**config.mk**
```make
export PLATFORM = sky130hd
export DESIGN_NAME = srec_load_controller
export DESIGN_NICKNAME = d
export VERILOG_FILES = /design/src/rtl/srec_load_controller.sv
export SDC_FILE = /design/constraint.sdc
export NUM_CORES = 1
export LEC_CHECK = 0
export ABC_AREA = 1
export BUFFER_PORTS_ARGS = -buffer_cell sky130_fd_sc_hd__buf_4
export CORE_MARGIN = 8
export CORE_UTILIZATION = 50
export CTS_CLUSTER_DIAMETER = 150
export DETAILED_ROUTE_END_ITERATION = 7
export MAX_ROUTING_LAYER = met4
export PLACE_DENSITY = 0.83
export SYNTH_ARGS = -nofsm -noshare
export SYNTH_HDL_FRONTEND = slang
export SYNTH_SLANG_ARGS = --single-unit
```
**constraint.sdc**
```tcl
create_clock -name clock -period 3.37 [get_ports clock]
set_input_delay 0.1685 -clock clock [delete_from_list [all_inputs] [get_ports clock]]
set_output_delay 0.1685 -clock clock [all_outputs]
set_load 0.01 [all_outputs]
```
**src/rtl/srec_load_controller.sv**
```systemverilog
// Boot-path loader: writes the parsed S-record image into program memory, arbitrates
// that memory with a host debug port, and releases the CPU once the serial line goes quiet.
module srec_load_controller #(
  parameter int ADDR_WIDTH = 12,
  parameter int TIMEOUT    = 100000
) (
  input  logic                  clock,
  input  logic                  reset_n,
  input  logic                  char_ready,
  input  logic                  format_error,
  input  logic                  checksum_error,
  input  logic [7:0]            error_location,
  input  logic [31:0]           write_address,
  input  logic [7:0]            write_byte,
  input  logic                  write_enable,
  input  logic                  host_req,
  input  logic                  host_we,
  input  logic [ADDR_WIDTH-1:0] host_addr,
  input  logic [7:0]            host_wdata,
  output logic                  host_ack,
  output logic [7:0]            host_rdata,
  output logic                  mem_en,
  output logic                  mem_we,
  output logic [ADDR_WIDTH-1:0] mem_addr,
  output logic [7:0]            mem_wdata,
  input  logic [7:0]            mem_rdata,
  output logic                  cpu_reset_n,
  output logic [1:0]            load_state,
  output logic [1:0]            error_code,
  output logic [7:0]            error_where,
  output logic [31:0]           byte_count
);

  typedef enum logic [1:0] {
    ST_IDLE    = 2'd0,
    ST_LOADING = 2'd1,
    ST_RUN     = 2'd2,
    ST_ERROR   = 2'd3
  } state_t;

  localparam int               CNT_W    = $clog2(TIMEOUT + 1);
  localparam logic [CNT_W-1:0] CNT_LAST = CNT_W'(TIMEOUT - 1);
  localparam logic [CNT_W-1:0] CNT_MAX  = {CNT_W{1'b1}};

  state_t           state_r, state_nx_s;
  logic [CNT_W-1:0] idle_cnt_r;
  logic [1:0]       error_code_r, code_nx_s;
  logic [7:0]       error_where_r, where_nx_s;
  logic [31:0]      byte_count_r;
  logic             host_ack_r, cpu_reset_n_r;
  logic             active_s, in_range_s, loader_wr_s, range_err_s, host_grant_s;

  assign active_s     = (state_r == ST_IDLE) || (state_r == ST_LOADING);
  assign in_range_s   = (write_address >> ADDR_WIDTH) == 32'd0;
  assign loader_wr_s  = active_s && write_enable && in_range_s;
  assign range_err_s  = active_s && write_enable && !in_range_s;
  // Loader cannot be stalled, so the host only gets cycles the loader leaves free.
  assign host_grant_s = host_req && !loader_wr_s && !host_ack_r;

  // Next state and first-error capture
  always_comb begin
    state_nx_s = state_r;
    code_nx_s  = error_code_r;
    where_nx_s = error_where_r;
    case (state_r)
      ST_IDLE, ST_LOADING: begin
        if (format_error) begin
          state_nx_s = ST_ERROR;
          code_nx_s  = 2'd1;
          where_nx_s = error_location;
        end else if (checksum_error) begin
          state_nx_s = ST_ERROR;
          code_nx_s  = 2'd2;
          where_nx_s = error_location;
        end else if (range_err_s) begin
          state_nx_s = ST_ERROR;
          code_nx_s  = 2'd3;
          where_nx_s = 8'd0;
        end else if ((state_r == ST_IDLE) && loader_wr_s) begin
          state_nx_s = ST_LOADING;
        end else if ((state_r == ST_LOADING) && !char_ready && (idle_cnt_r == CNT_LAST)) begin
          state_nx_s = ST_RUN;
        end else begin
          state_nx_s = state_r;
        end
      end
      ST_RUN, ST_ERROR: state_nx_s = state_r;
      default:          state_nx_s = ST_IDLE;
    endcase
  end

  // Memory port mux: reset gate, then loader, then host
  always_comb begin
    mem_en    = 1'b0;
    mem_we    = 1'b0;
    mem_addr  = '0;
    mem_wdata = 8'd0;
    if (!reset_n) begin
      mem_en = 1'b0;
    end else if (loader_wr_s) begin
      mem_en    = 1'b1;
      mem_we    = 1'b1;
      mem_addr  = write_address[ADDR_WIDTH-1:0];
      mem_wdata = write_byte;
    end else if (host_grant_s) begin
      mem_en    = 1'b1;
      mem_we    = host_we;
      mem_addr  = host_addr;
      mem_wdata = host_wdata;
    end else begin
      mem_en = 1'b0;
    end
  end

  // Serial-idle counter, only meaningful while LOADING
  always_ff @(posedge clock) begin
    if (!reset_n || (state_r != ST_LOADING) || char_ready) begin
      idle_cnt_r <= '0;
    end else if (idle_cnt_r != CNT_MAX) begin
      idle_cnt_r <= idle_cnt_r + {{(CNT_W-1){1'b0}}, 1'b1};
    end
  end

  // Control, status and handshake registers
  always_ff @(posedge clock) begin
    if (!reset_n) begin
      state_r       <= ST_IDLE;
      error_code_r  <= 2'd0;
      error_where_r <= 8'd0;
      byte_count_r  <= 32'd0;
      host_ack_r    <= 1'b0;
      cpu_reset_n_r <= 1'b0;
    end else begin
      state_r       <= state_nx_s;
      error_code_r  <= code_nx_s;
      error_where_r <= where_nx_s;
      if (loader_wr_s) begin
        byte_count_r <= byte_count_r + 32'd1;
      end
      host_ack_r    <= host_grant_s;
      cpu_reset_n_r <= (state_nx_s == ST_RUN);
    end
  end

  assign host_ack    = host_ack_r;
  assign host_rdata  = mem_rdata;
  assign cpu_reset_n = cpu_reset_n_r;
  assign load_state  = state_r;
  assign error_code  = error_code_r;
  assign error_where = error_where_r;
  assign byte_count  = byte_count_r;

endmodule
```
---- After elaboration in Yosys (flattened, before gate mapping) ----
Cells that the tools add are included.
word-level totals
  register bits after elaboration ......... 63
  logic and storage cells ................. 62
  input port bits ......................... 84
  output and inout bits ................... 76
operators by class
  reductions and logical operators ........ 22
  eq/ne operators ......................... 7
  $add $sub $neg .......................... 2
  multiplexer cells ....................... 24
operators with widths
  operator               count
  $mux 8                 6
  $mux 12                3
  $add 32x1->32 const B  1
  $logic_not 32->1       1
  $add 17x1->17 const B  1
  $eq 17x17->1 const B   1
  $ne 17x17->1 const B   1
  $mux 2                 8
  $logic_and 1x1->1      8
  $eq 2x2->1 const B     3
  $mux 1                 6
  $logic_not 1->1        5
  $pmux 2 s2             1
  $reduce_or 2->1        2
  $logic_or 1x1->1       3
  $reduce_bool 3->1      1
  $eq 2x1->1 const B     1
  $logic_not 2->1        1
  $ne 2x1->1 const B     1
  $reduce_and 2->1       1

---- Depth between registers and ports, before layout ----
  depth in word-level cells ............... 11
  mapped depth ............................ 11
  depth with buffers taken out ............ 11

---- Worst setup path before layout ----
Ideal clock, no wire load.
  path type ............................... reg2reg
  start point ............................. register idle_cnt_r[0]
  end point ............................... register idle_cnt_r[13]
  stages on the path, launching flop included .. 11
  data arrival time ....................... 1760 ps
  library setup time ...................... 120 ps
  clock period less this slack ............ 1880 ps
  setup slack ............................. 1490 ps
  cell sequence ........................... dfxtp_1 > ha_1 > nand4_1 > nor3_1 > ha_1 > nor3_2 > nand4_1 > nor2_2 > inv_1 > o21ai_1 > a21oi_1
on the way
  cells in the longest elaborated chain, start to end .. 1
ends and longest elaborated chain
  item                                                  line      RTL
  start, declared                                       46        logic [CNT_W-1:0] idle_cnt_r;
  start signal, assigned                                120       idle_cnt_r <= idle_cnt_r + {{(CNT_W-1){1'b0}}, 1'b1};
  $add 17x1->17 / $ne 17x17->1 (equally long branches)  120, 119
Several ways; a longest one is shown, not always the timed one.
A chain may end at the register's enable or synchronous reset.

---- Worst setup path after layout ----
  start point ............................. register state_r[1], in the netlist load_state[1]
  end point ............................... output mem_addr[3]
on the way
  cells in the longest elaborated chain, start to end .. 10
ends and longest elaborated chain
  item                                                  line  RTL
  start, declared                                       45    state_t state_r, state_nx_s;
  start signal, assigned                                134   state_r <= state_nx_s;
  $eq 2x1->1 / $logic_not 2->1 (equally long branches)  53    assign active_s = (state_r == ST_IDLE) || (state_r == ST_LOADING);
  $logic_or 1x1->1 *                                    53
  $logic_and 1x1->1 * (2 in series)                     55    assign loader_wr_s = active_s && write_enable && in_range_s;
  $logic_not 1->1                                       58    assign host_grant_s = host_req && !loader_wr_s && !host_ack_r;
  $logic_and 1x1->1 (2 in series)                       58
  $mux 12                                               105   end else if (host_grant_s) begin
  $mux 12 *                                             100   end else if (loader_wr_s) begin
  $mux 12 *                                             98    if (!reset_n) begin
  end, declared                                         24    output logic [ADDR_WIDTH-1:0] mem_addr,
Mark *: on every way between the ends. The rest lies on a longest branch, timed or not.

==> out/metrics.yaml <==
grt_antenna_before_repair: 0
whs_path_depth: 3
ioPinCount: 160
switchingPower_mw: 0.407
rows: 31
synth-seq-cells: 63
sequentialPowerShare: 0.454
post-cts-setup-buffers: 0
synth_area_leader_cell: "dfxtp_1"
worstMarginPinSlew_ns: 0.775
via_per_inst: 5.09
port_buffers: 143
worst_ep_arrival_time_ns: 2.26
initial_core_util: 0.518
fin_tns_setup_ns: 0
path_max_fanout: 21
ctsResizeCount: 0
fp.coreArea_mm2: 0.00729
dr.pass1.iters: 7
fin_crit_ns: 2.43
p_clk_frac: 0.439
clock_tree.buffer_depth: 2
place_hpwl_mm: 9.66
drive_gt1_frac: 0.255
synth_top_area_frac: 0.334
required_ns: 3.20
grt_pass1_wl_mm: 19.3
ys_seq_area_frac: 0.334
pwr-share-comb: 0.107
finalSetupViolCount: 0
powerDensity_mw_per_mm2: 332
yosysWarnings: 0
clkSinkCount: 63
synth.avg_cell_area_um2: 6.21
dieArea_mm2: 0.0106
r2r_slack_ns: 1.18
synth_nets: 696
grt.overflow.total: 0
worstSetupStartpointType: "flop"
grt_max_degree: 40
relSlewSlack: 0.483
internal_power_mw: 1.27
cts_tree: "yes"
final-max-slew-violation-count: 0
reg2reg_from: "idle_cnt_r[0]"
hold_buffers: 0
cts_buffers: 9
netlist_area_mm2: 0.00378
hold_viol: 0
hold_class: "input port to flop"
synthTopCellsByArea: "dfxtp_1 33%, nand2_1 22%, nor2_1 7.1%"
ant_nets: 0
swShare: 0.242
fin_skew_ns: 0.00725
critPathKind: "flop to primary output"
reg2reg_depth: 10
clockRootBuffer: "clkbuf_8"
fin_crit_sh: 0.720
dieWidth_um: 103
timing.rr.end: "idle_cnt_r[13]"
rsz0062_at_grt: "false"
syn_inst: 609
vias: 4311
critPathCaptureType: "primary output"
clock_latency_ns: 0.34
fmax_mhz: 412
status: "complete, no violations"
min_from: "error_location[3]"
track_usage: 0.238
die_h_um: 103
p_leak_nw: 2.21
yosys.cell_types.count: 36
grt_pass1_vias: 4283
finalWirelength_mm: 12.2
cts_max_level: 3
drt-initial-drc-count: 161
syn_to_final_growth_pct: 33.8
finalNetCount: 830
cts.clk_slew.worst_paths_ns: 0.07
vdd_drop_max_uv: 180
maxCapViolCount: 0
wl_per_cell_um: 14.4
gp_congestion: 0.928
drc_errors: 0
n_antenna_cell: 0
finalPower_mw: 1.68
hold_end: "error_where[3]"
[flip-flops by register name, indices dropped and copies added (netlist names)]
register,cells
byte_count,32
cpu_reset_n,1
error_code,2
error_where,8
host_ack,1
idle_cnt_r,17
load_state,2
[through the flow]
step	setup WS (ns)	hold WS, ns	std cells	utilization	instance area [um2]
final	0.945	0.101	847	0.693	5060
after global routing	0.775	0.0960	847	0.693	5060
after CTS	0.930	0.0935	847	0.693	5060
after detailed placement	1.24	0.337	831	0.663	4830
after global placement	1.32	0.337	831	0.663	4830
after floorplan	1.49	0.285	609	-	3780
[worst max path at each step]
stage,startpoint,to,slack [ns],cells after the start
after floorplan,idle_cnt_r[0],idle_cnt_r[13],1.49,10
after global placement,load_state[1],mem_addr[3],1.32,8
after detailed placement,idle_cnt_r[0],idle_cnt_r[13],1.24,10
after CTS,load_state[1],mem_addr[3],0.93,8
after global routing,load_state[1],mem_addr[0],0.77,8
final,load_state[1],mem_addr[3],0.94,8
[cell families (layout without fill, tap and decap cells)]
family                     Yosys count  in the layout  share of synthesized area
xor gates and xnor gates             6              6                     0.0139
AOI/OAI and AO/OA                   62             62                     0.0847
DFF                                 63             63                      0.334
buffers and inverters               81            220                      0.103
adders and majority gates            3              3                    0.00993
and+or+nand+nor                    394            394                      0.455
[cells in the mapped netlist]
library cell,count
inv_1,52
nor2_4,4
nor3b_1,2
o21ai_0,5
dfxtp_1,63
ha_1,3
xor2_1,5
buf_6,5
clkinv_2,1
o21bai_1,1
and2_1,1
a31oi_1,1
o21a_1,1
nand3b_1,5
nor3_4,2
xnor2_1,1
o21ai_1,5
or2_2,1
nor2_2,8
nand2_2,3
nand2_1,224
nor3_2,1
buf_4,11
and3_1,2
nand4_1,10
nand3_2,1
clkbuf_1,5
inv_2,4
nand3b_2,1
buf_2,3
nor3_1,21
nand3_1,35
nor2_1,72
a21oi_1,48
a21oi_2,1
nand2_4,1
[worst max-delay path, stage by stage, from the launching register on]
cell	delay (ns)
dfxtp_1	0.33
inv_2	0.21
nand2_1	0.16
inv_1	0.12
nand2_1	0.09
nor2_2	0.60
nand2_1	0.13
nand2_1	0.14
buf_4	0.13
[layer usage]
layer	GRT usage	share of wire	vias up
met5	-	0	-
met4	0.0790	0.013	0
met3	0.0506	0.075	11
met2	0.437	0.52	181
met1	0.247	0.39	1929
li1	-	-	2190
[layout by cell type, fill, tap and decap left out, types with 3 or more instances in the layout]
cell type	synthesis	layout
nor2_4	4	4
nor2_2	8	8
nor2_1	72	72
nand2_2	3	3
inv_2	4	4
nand4_1	10	10
o21ai_0	5	5
nor3_1	21	21
nand3b_1	5	5
ha_1	3	3
clkbuf_8	0	9
o21ai_1	5	5
nand2_1	224	224
buf_4	11	147
nand3_1	35	35
a21oi_1	48	48
dfxtp_1	63	63
xor2_1	5	5
inv_1	52	52
[power groups by stage]
| stage | combinational, mW | clock [mW] | sequential, mW |
|---|---|---|---|
| floorplan | 0.0688 | 0 | 0.784 |
| finish | 0.180 | 0.736 | 0.762 |
| CTS | 0.181 | 0.746 | 0.762 |
| global route | 0.197 | 0.783 | 0.764 |
| global placement | 0.178 | 0 | 0.779 |
| detailed placement | 0.181 | 0 | 0.780 |
[final cells by class]
cell class / count / area (um2)
clock buffer: 9 / 124
clock inverter: 7 / 97.6
fill: 655 / 2240
inverter: 57 / 215
multi-input combinational: 465 / 2130
sequential: 63 / 1260
tap: 99 / 124
timing repair buffer: 147 / 1100
No activity file was read; power rests on OpenSTA's default activity.
